### config.mk
export PLATFORM = sky130hd
export DESIGN_NAME = ahb_arbiter
export DESIGN_NICKNAME = d
export VERILOG_FILES = /design/src/rtl/ahb_arbiter.sv
export SDC_FILE = /design/constraint.sdc
export NUM_CORES = 1
export LEC_CHECK = 0
export ABC_AREA = 1
export CAP_MARGIN = 20
export CORE_MARGIN = 5
export CORE_UTILIZATION = 53
export CTS_CLUSTER_DIAMETER = 60
export DETAILED_ROUTE_END_ITERATION = 7
export GPL_TIMING_DRIVEN = 0
export PLACE_DENSITY = 0.9
export SYNTH_ARGS = -nofsm -noshare
export SYNTH_HDL_FRONTEND = slang
export SYNTH_SLANG_ARGS = --single-unit
### constraint.sdc
create_clock -name clk -period 2.6 [get_ports clk]
set_input_delay 0.39 -clock clk [delete_from_list [all_inputs] [get_ports clk]]
set_output_delay 0.39 -clock clk [all_outputs]
set_load 0.05 [all_outputs]
### src/rtl/ahb_arbiter.sv
// -----------------------------------------------------------------------------
// ahb_arbiter
//
// Purpose:
//   Three-master AHB bus arbiter. It grants the address bus to one requesting
//   master, parks on DEF_MST when nobody requests, and limits how long a
//   master may keep the bus while another master waits. Once the tenure
//   counter reaches HOLD_MAX, ownership is handed to another requester, but
//   never in the middle of a SEQ burst beat.
//
// Configuration:
//   AHB_ARB_RR_EN  defined   : rotating priority. The search starts at the
//                              master after the last winner.
//                  undefined : fixed priority master0 > master1 > master2.
//
// Parameters:
//   HOLD_MAX  number of accepted beats one master may hold the bus while
//             another master requests it (the tenure counter is 5 bits wide).
//   DEF_MST   index of the master parked on the bus when nobody requests it.
//
// Ports:
//   clk            system clock; all state changes on the rising edge
//   rst_n          asynchronous, active-low reset
//   hbusreq_i[2:0] per-master request (0 data CPU, 1 ifetch, 2 debug/DMA)
//   htrans_i[1:0]  HTRANS of the current address-phase owner
//   hready_i       global HREADY
//   hgrant_o[2:0]  registered one-hot grant
//   hmaster_o      registered address-phase owner index
//   hmaster_data_o registered data-phase owner index
// -----------------------------------------------------------------------------
module ahb_arbiter #(
    parameter int HOLD_MAX = 16,
    parameter int DEF_MST  = 0
) (
    input  logic       clk,
    input  logic       rst_n,
    input  logic [2:0] hbusreq_i,
    input  logic [1:0] htrans_i,
    input  logic       hready_i,
    output logic [2:0] hgrant_o,
    output logic [1:0] hmaster_o,
    output logic [1:0] hmaster_data_o
);

    localparam logic [4:0] HOLD_MAX_C = 5'(HOLD_MAX);
    localparam logic [1:0] DEF_IDX    = 2'(DEF_MST);
    localparam logic [2:0] DEF_GNT    = 3'(1 << DEF_MST);
    localparam logic [1:0] HTRANS_SEQ = 2'b11;

    typedef enum logic {
        PARK,
        OWNED
    } state_t;

    state_t     state_q, state_d;
    logic [2:0] gnt_q, gnt_d;
    logic [1:0] hm_q, hm_d;
    logic [1:0] hmd_q, hmd_d;
    logic [4:0] cnt_q, cnt_d;

`ifdef AHB_ARB_RR_EN
    logic [1:0] ptr_q, ptr_d;
`endif

    logic [1:0] owner_idx;
    logic [2:0] others;
    logic       owner_drop;
    logic       expired;
    logic [2:0] cand;
    logic [1:0] win;

    // Index of the current grant holder (gnt_q is always one-hot).
    always_comb begin
        owner_idx = 2'd0;
        if (gnt_q[2]) begin
            owner_idx = 2'd2;
        end else if (gnt_q[1]) begin
            owner_idx = 2'd1;
        end
    end

    assign others     = hbusreq_i & ~gnt_q;
    assign owner_drop = ~|(hbusreq_i & gnt_q);
    // A tenure expiry may only act on a beat that does not continue a burst.
    assign expired    = (cnt_q == HOLD_MAX_C) && (|others) && (htrans_i != HTRANS_SEQ);

    // When the bus is parked, or the owner has let go, every requester
    // competes. A tenure expiry excludes the current owner.
    assign cand = ((state_q == PARK) || owner_drop) ? hbusreq_i : others;

    // Select the winner among the candidate masters.
`ifdef AHB_ARB_RR_EN
    always_comb begin
        logic found;
        int   idx;
        win   = ptr_q;
        found = 1'b0;
        for (int k = 0; k < 3; k++) begin
            idx = int'(ptr_q) + k;
            if (idx > 2) begin
                idx = idx - 3;
            end
            if (!found && cand[idx]) begin
                win   = 2'(idx);
                found = 1'b1;
            end
        end
    end
`else
    always_comb begin
        win = 2'd2;
        if (cand[0]) begin
            win = 2'd0;
        end else if (cand[1]) begin
            win = 2'd1;
        end
    end
`endif

    // Next-state and output logic. Nothing moves while hready_i is low.
    always_comb begin
        state_d = state_q;
        gnt_d   = gnt_q;
        hm_d    = hm_q;
        hmd_d   = hmd_q;
        cnt_d   = cnt_q;
`ifdef AHB_ARB_RR_EN
        ptr_d   = ptr_q;
`endif
        if (hready_i) begin
            // The address and data owners trail the grant by one and two
            // accepted cycles.
            hm_d  = owner_idx;
            hmd_d = hm_q;
            case (state_q)
                PARK: begin
                    cnt_d = 5'd0;
                    if (|hbusreq_i) begin
                        state_d = OWNED;
                        gnt_d   = 3'(1 << win);
`ifdef AHB_ARB_RR_EN
                        ptr_d   = (win == 2'd2) ? 2'd0 : win + 2'd1;
`endif
                    end
                end
                OWNED: begin
                    if (hbusreq_i == 3'b000) begin
                        state_d = PARK;
                        gnt_d   = DEF_GNT;
                        cnt_d   = 5'd0;
                    end else if (owner_drop || expired) begin
                        gnt_d   = 3'(1 << win);
                        cnt_d   = 5'd0;
`ifdef AHB_ARB_RR_EN
                        ptr_d   = (win == 2'd2) ? 2'd0 : win + 2'd1;
`endif
                    end else if (htrans_i[1] && (cnt_q != HOLD_MAX_C)) begin
                        cnt_d = cnt_q + 5'd1;
                    end
                end
                default: begin
                    state_d = PARK;
                    gnt_d   = DEF_GNT;
                    cnt_d   = 5'd0;
                end
            endcase
        end
    end

    always_ff @(posedge clk or negedge rst_n) begin
        if (!rst_n) begin
            state_q <= PARK;
            gnt_q   <= DEF_GNT;
            hm_q    <= DEF_IDX;
            hmd_q   <= DEF_IDX;
            cnt_q   <= 5'd0;
`ifdef AHB_ARB_RR_EN
            ptr_q   <= 2'd0;
`endif
        end else begin
            state_q <= state_d;
            gnt_q   <= gnt_d;
            hm_q    <= hm_d;
            hmd_q   <= hmd_d;
            cnt_q   <= cnt_d;
`ifdef AHB_ARB_RR_EN
            ptr_q   <= ptr_d;
`endif
        end
    end

    assign hgrant_o       = gnt_q;
    assign hmaster_o      = hm_q;
    assign hmaster_data_o = hmd_q;

endmodule
==> impl_metrics.json, run 1 <==
{
  "critPathMaxStageDelay_ps": 810,
  "worstMarginPinSlew_ps": 572,
  "p_sw_mw": 0.296,
  "cts_resized": 0,
  "gr-usage-all-layers_pct": 16.0,
  "cts_made_buffers": 3,
  "clockRootBuffer": "clkbuf_4",
  "drc": 0,
  "required_ps": 2210,
  "synth-seq-cells": 13,
  "final_nets": 131,
  "post-route-period-util_pct": 78.4,
  "num_rows": 14,
  "cts_hold_buf": 0,
  "cp_num_buf_inv": 1,
  "pre_cts_ws_ps": 863,
  "peakVddDrop_mv": 0.518,
  "hold_class": "in -> async",
  "switching_share_pct": 42.4,
  "powerDensity_mw_per_mm2": 710,
  "slew_headroom_pct": 61.7,
  "path_delay_family": "buffers and inverters",
  "timing.fmax_ghz": 0.490,
  "hold_ws_ps": 471,
  "skew_ps": 5.85,
  "dieArea_mm2": 0.00238,
  "final_cells": 136,
  "numPortBuffers": 14,
  "cts_buffer_depth": 2,
  "diodes": 0,
  "setup-tns-final_ps": 0,
  "leakage_nw": 0.518,
  "clock_latency_ps": 280,
  "critPathKind": "reg -> out",
  "status": "finished, final reports clean",
  "place_inst": 132,
  "drv_slew": 0,
  "fin_total_pwr_mw": 0.699,
  "internal-power_mw": 0.402,
  "syn_inst": 102,
  "utilization_pct": 66.9,
  "routabilityCongestion": 0.822,
  "grt_first_pass_wirelength_um": 3030,
  "maxCapViolCount": 0,
  "hold_viol_final": 0,
  "cp-start-kind": "register",
  "dp_hpwl_um": 1300,
  "syn_area_per_cell_um2": 7.83,
  "wl_um": 1650,
  "final_area_um2": 985,
  "layout_setup_ws_ps": 561,
  "wl_per_cell_um": 12.1,
  "vias": 699,
  "cp.arrival_ps": 1650,
  "slowest_stage": "clkdlybuf4s50_1",
  "grt_max_degree": 14,
  "first_iter_violations": 8,
  "synth_warnings": 0,
  "antenna_found_initial": 0,
  "dpl_cell_area_um2": 958,
  "seq_area_frac_synth_pct": 40.9,
  "drive_above_1_share_pct": 15.8,
  "clkTransAtPathRegs_ps": 80,
  "p_clk_share_pct": 18.1,
  "endpoint_kind": "primary output",
  "cts_setup_buffers": 0,
  "synth_fp_nets": 112,
  "dr.pass1.iters": 4,
  "path_max_fanout": 5,
  "io_pins": 15,
  "grt_pass1_vias": 697,
  "initial_core_util_pct": 54.3,
  "drtAntennaViolNets": 0,
  "area_delta_synth_final_pct": 23.4,
  "die_w_um": 48.8,
  "mappedNetlistArea_um2": 798,
  "finalSetupViolations": 0,
  "cts.sinks": 13,
  "combPwrFrac_pct": 42.8,
  "cts_tree": "yes",
  "crit_path_cell_trace": "clkdlybuf4s50_1",
  "grt_overflow_total": 0,
  "viasPerCell": 5.14,
  "htree_levels": 1,
  "rsz0062_at_grt": "no",
  "final.min_clock_period_ps": 2040,
  "p_seq_share_pct": 39.0,
  "fp.dieH_um": 48.8,
  "synth_cell_types": 24,
  "coreArea_mm2": 0.00147
}
## synth_stat cells, drive strengths merged
library cell / number / area [um^2]
nand2: 38 / 165
inv: 14 / 52.6
dfrtp: 12 / 300
nor2: 7 / 36.3
nand3: 6 / 40.0
o21ai: 6 / 37.5
nand4: 5 / 31.3
xor2: 3 / 26.3
a21oi: 2 / 13.8
buf: 2 / 18.8
clkinv: 2 / 8.75
ha: 2 / 25.0
a21boi: 1 / 7.51
a22o: 1 / 8.76
dfstp: 1 / 26.3
## final cells by class
| class | instances | area (um^2) |
|---|---|---|
| flip-flops and latches | 13 | 327 |
| well taps | 16 | 20.0 |
| fillers | 121 | 487 |
| inverters | 16 | 61.3 |
| multi-input cells | 71 | 392 |
| plain buffers | 2 | 18.8 |
| clock buffers | 4 | 26.3 |
| repair buffers | 14 | 140 |
## registers in the layout (all words and copies together) (netlist names)
name,flops
hgrant_o,3
hmaster_data_o,2
hmaster_o,2
cnt_q,5
state_q,1
## power by group through the flow
stage | Sequential [mW] | Clock (mW) | Combinational, mW
2_1_floorplan | 0.351 | 0 | 0.126
3_3_place_gp | 0.275 | 0 | 0.294
3_5_place_dp | 0.275 | 0 | 0.302
4_1_cts | 0.273 | 0.132 | 0.302
5_1_grt | 0.280 | 0.146 | 0.325
6_report | 0.273 | 0.127 | 0.299
## layout by cell type, fill, tap and decap left out, types with 2 or more instances in the layout
cell / synthesis / final
nand2_4: 2 / 2
ha_1: 2 / 2
nand3_1: 4 / 4
clkdlybuf4s50_1: 0 / 14
nand2_2: 3 / 3
inv_1: 14 / 14
nand4_1: 5 / 5
nand3_2: 2 / 2
nor2_1: 5 / 5
o21ai_0: 4 / 4
clkbuf_4: 0 / 3
o21ai_2: 2 / 2
xor2_1: 3 / 3
nand2_1: 33 / 33
dfrtp_1: 12 / 12
## per-layer routing
layer	vias up	part of all wire, %	track usage (%)
li1	355	-	-
met1	332	41	18.9
met2	10	54	26.5
met3	2	3.9	6.12
met4	0	0.73	5.38
met5	-	0	0
## worst register-to-register path, cell delays in order, from the launching register on
cell      delay, ps
dfrtp_1         400
inv_1            70
ha_1            190
nand2_1          70
clkinv_1         60
nand2_2          80
nor2_4           40
a21oi_2         230
nand4_1         120
nand2_1          70
## cells by family (layout without fill, tap and decap cells)
kind of cell    count (synthesis)  count (layout)  synth area share [%]
fa+ha+maj                       2               2                  3.13
flops                          13              13                  40.9
xor+xnor                        3               3                  3.29
simple gates                   56              56                  34.2
buf+inv                        18              36                  10.0
compound gates                 10              10                  8.46
## final timing paths
kind / startpoint / end / slack [ps] / depth (start not counted)
max: hgrant_o[0] / hgrant_o[0] / 560 / 1
min: rst_n / cnt_q[3] / 470 / 1
max reg2reg: cnt_q[0] / cnt_q[3] / 1200 / 9
min reg2reg: hmaster_data_o[1] / hmaster_data_o[1] / 480 / 2
max in group asynchronous: rst_n / hgrant_o[0] / 1750 / 1
min in group clk: hmaster_data_o[1] / hmaster_data_o[1] / 480 / 2
No activity file was read; power rests on OpenSTA's default activity.
==> inputs of run 2 (changes only) <==
Settings changed: CORE_UTILIZATION 53 to 50, PLACE_DENSITY 0.9 to 0.86.
Clock period 2.6 ns to 2.09 ns, I/O delays scaled along.
==> impl_metrics.json, run 2 (synthesized netlist as in run 1, its figures left out) <==
{
  "p_seq_share_pct": 39.1,
  "hold_viol_final": 0,
  "path_delay_family": "buffers and inverters",
  "mostFrequentLayoutCells": "nand2_1 (33), inv_1 (14), clkdlybuf4s50_1 (14)",
  "maxCapViolCount": 0,
  "pre_cts_ws_ps": 409,
  "cp_num_buf_inv": 1,
  "slew_headroom_pct": 60.7,
  "die_w_um": 50.0,
  "fin_total_pwr_mw": 0.867,
  "htree_levels": 1,
  "required_ps": 1780,
  "final_nets": 131,
  "largest-register": "cnt_q",
  "post-route-period-util_pct": 95.5,
  "drc": 0,
  "cp-start-kind": "register",
  "viasPerCell": 5.02,
  "cp.depth": 1,
  "slowest_stage": "clkdlybuf4s50_1",
  "first_iter_violations": 8,
  "dieArea_mm2": 0.00250,
  "numPortBuffers": 14,
  "io_pins": 15,
  "num_rows": 14,
  "switching_share_pct": 42.2,
  "finalSetupViolations": 0,
  "cts_setup_buffers": 0,
  "area_delta_synth_final_pct": 23.4,
  "clock_latency_ps": 280,
  "cts_resized": 0,
  "cts.sinks": 13,
  "layout_setup_ws_ps": 94.4,
  "dr.pass1.iters": 4,
  "clockRootBuffer": "clkbuf_4",
  "status": "finished, final reports clean",
  "internal-power_mw": 0.501,
  "vias": 683,
  "p_clk_share_pct": 18.4,
  "peakVddDrop_mv": 0.538,
  "hold_class": "in -> async",
  "powerDensity_mw_per_mm2": 880,
  "largest_reg_flops": 5,
  "grt_overflow_total": 0,
  "coreArea_mm2": 0.00151,
  "clkTransAtPathRegs_ps": 90,
  "timing.fmax_ghz": 0.501,
  "critPathKind": "reg -> out",
  "drtAntennaViolNets": 0,
  "cts_buffer_depth": 2,
  "dp_hpwl_um": 1220,
  "grt_first_pass_wirelength_um": 2730,
  "crit_path_cell_trace": "clkdlybuf4s50_1",
  "endpoint_kind": "primary output",
  "cts_made_buffers": 3,
  "rsz0062_at_grt": "no",
  "cp.arrival_ps": 1680,
  "rrSetupSlack_ps": 670,
  "final_common_cell": "nand2_1",
  "r2r_start": "cnt_q[0]",
  "combPwrFrac_pct": 42.5,
  "wl_um": 1580,
  "wl_per_cell_um": 11.6,
  "cts_tree": "yes",
  "leakage_nw": 0.518,
  "setup-tns-final_ps": 0,
  "initial_core_util_pct": 53.0,
  "routabilityCongestion": 0.845,
  "cts_hold_buf": 0,
  "diodes": 0,
  "worstMarginPinSlew_ps": 588,
  "antenna_found_initial": 0,
  "skew_ps": 15.4,
  "nFillCells": 135,
  "rr_endpoint": "cnt_q[4]",
  "grt_max_degree": 14,
  "drv_slew": 0,
  "critPathMaxStageDelay_ps": 810,
  "path_max_fanout": 5,
  "r2r_cells": 9,
  "final.min_clock_period_ps": 2000,
  "gr-usage-all-layers_pct": 14.0,
  "drive_above_1_share_pct": 15.8,
  "p_sw_mw": 0.366,
  "grt_pass1_vias": 648,
  "fp.dieH_um": 50.0
}
## run 2: cell counts in the layout (fill, tap and decap cells not counted)
Identical to the previous run, type by type.
## run 2: final cells by class
class	instances	area, um^2	area share (%)
multi-input cells	71	392	39.8
well taps	16	20.0	2.03
flip-flops and latches	13	327	33.2
clock buffers	4	26.3	2.67
inverters	16	61.3	6.23
repair buffers	14	140	14.2
plain buffers	2	18.8	1.91
## run 2: power by group through the flow
stage / clock network (mW) / logic [mW] / registers (mW)
4_1_cts: 0.164 / 0.371 / 0.340
2_1_floorplan: 0 / 0.157 / 0.437
3_3_place_gp: 0 / 0.365 / 0.342
5_1_grt: 0.179 / 0.400 / 0.348
3_5_place_dp: 0 / 0.371 / 0.344
6_report: 0.160 / 0.368 / 0.339
## run 2: how the worst max path moves through the flow
| stage | start | end |
|---|---|---|
| 2_1_floorplan | hgrant_o[0] | hgrant_o[1] |
| 3_3_place_gp | hgrant_o[0] | hgrant_o[0] |
| 3_5_place_dp | hgrant_o[0] | hgrant_o[0] |
| 4_1_cts | hgrant_o[0] | hgrant_o[0] |
| 5_1_grt | hgrant_o[0] | hgrant_o[0] |
| 6_report | hgrant_o[0] | hgrant_o[0] |
## run 2: metrics by stage
stage	hold WS [ps]	instances	area (um^2)	utilization [%]
2_1_floorplan	17.9	102	798	-
3_3_place_gp	454	132	958	63.6
3_5_place_dp	462	132	958	63.6
4_1_cts	417	136	985	65.4
5_1_grt	443	136	985	65.4
6_report	393	136	985	65.4
## run 2: per-layer routing
layer	global-route usage [%]	part of all wire [%]	wire (um)	vias to the layer above
li1	-	-	-	355
met1	15.9	42	661	312
met2	24.4	53	835	14
met3	6.02	4.9	78	2
met4	2.62	0.38	6	0
met5	0	0	0	-
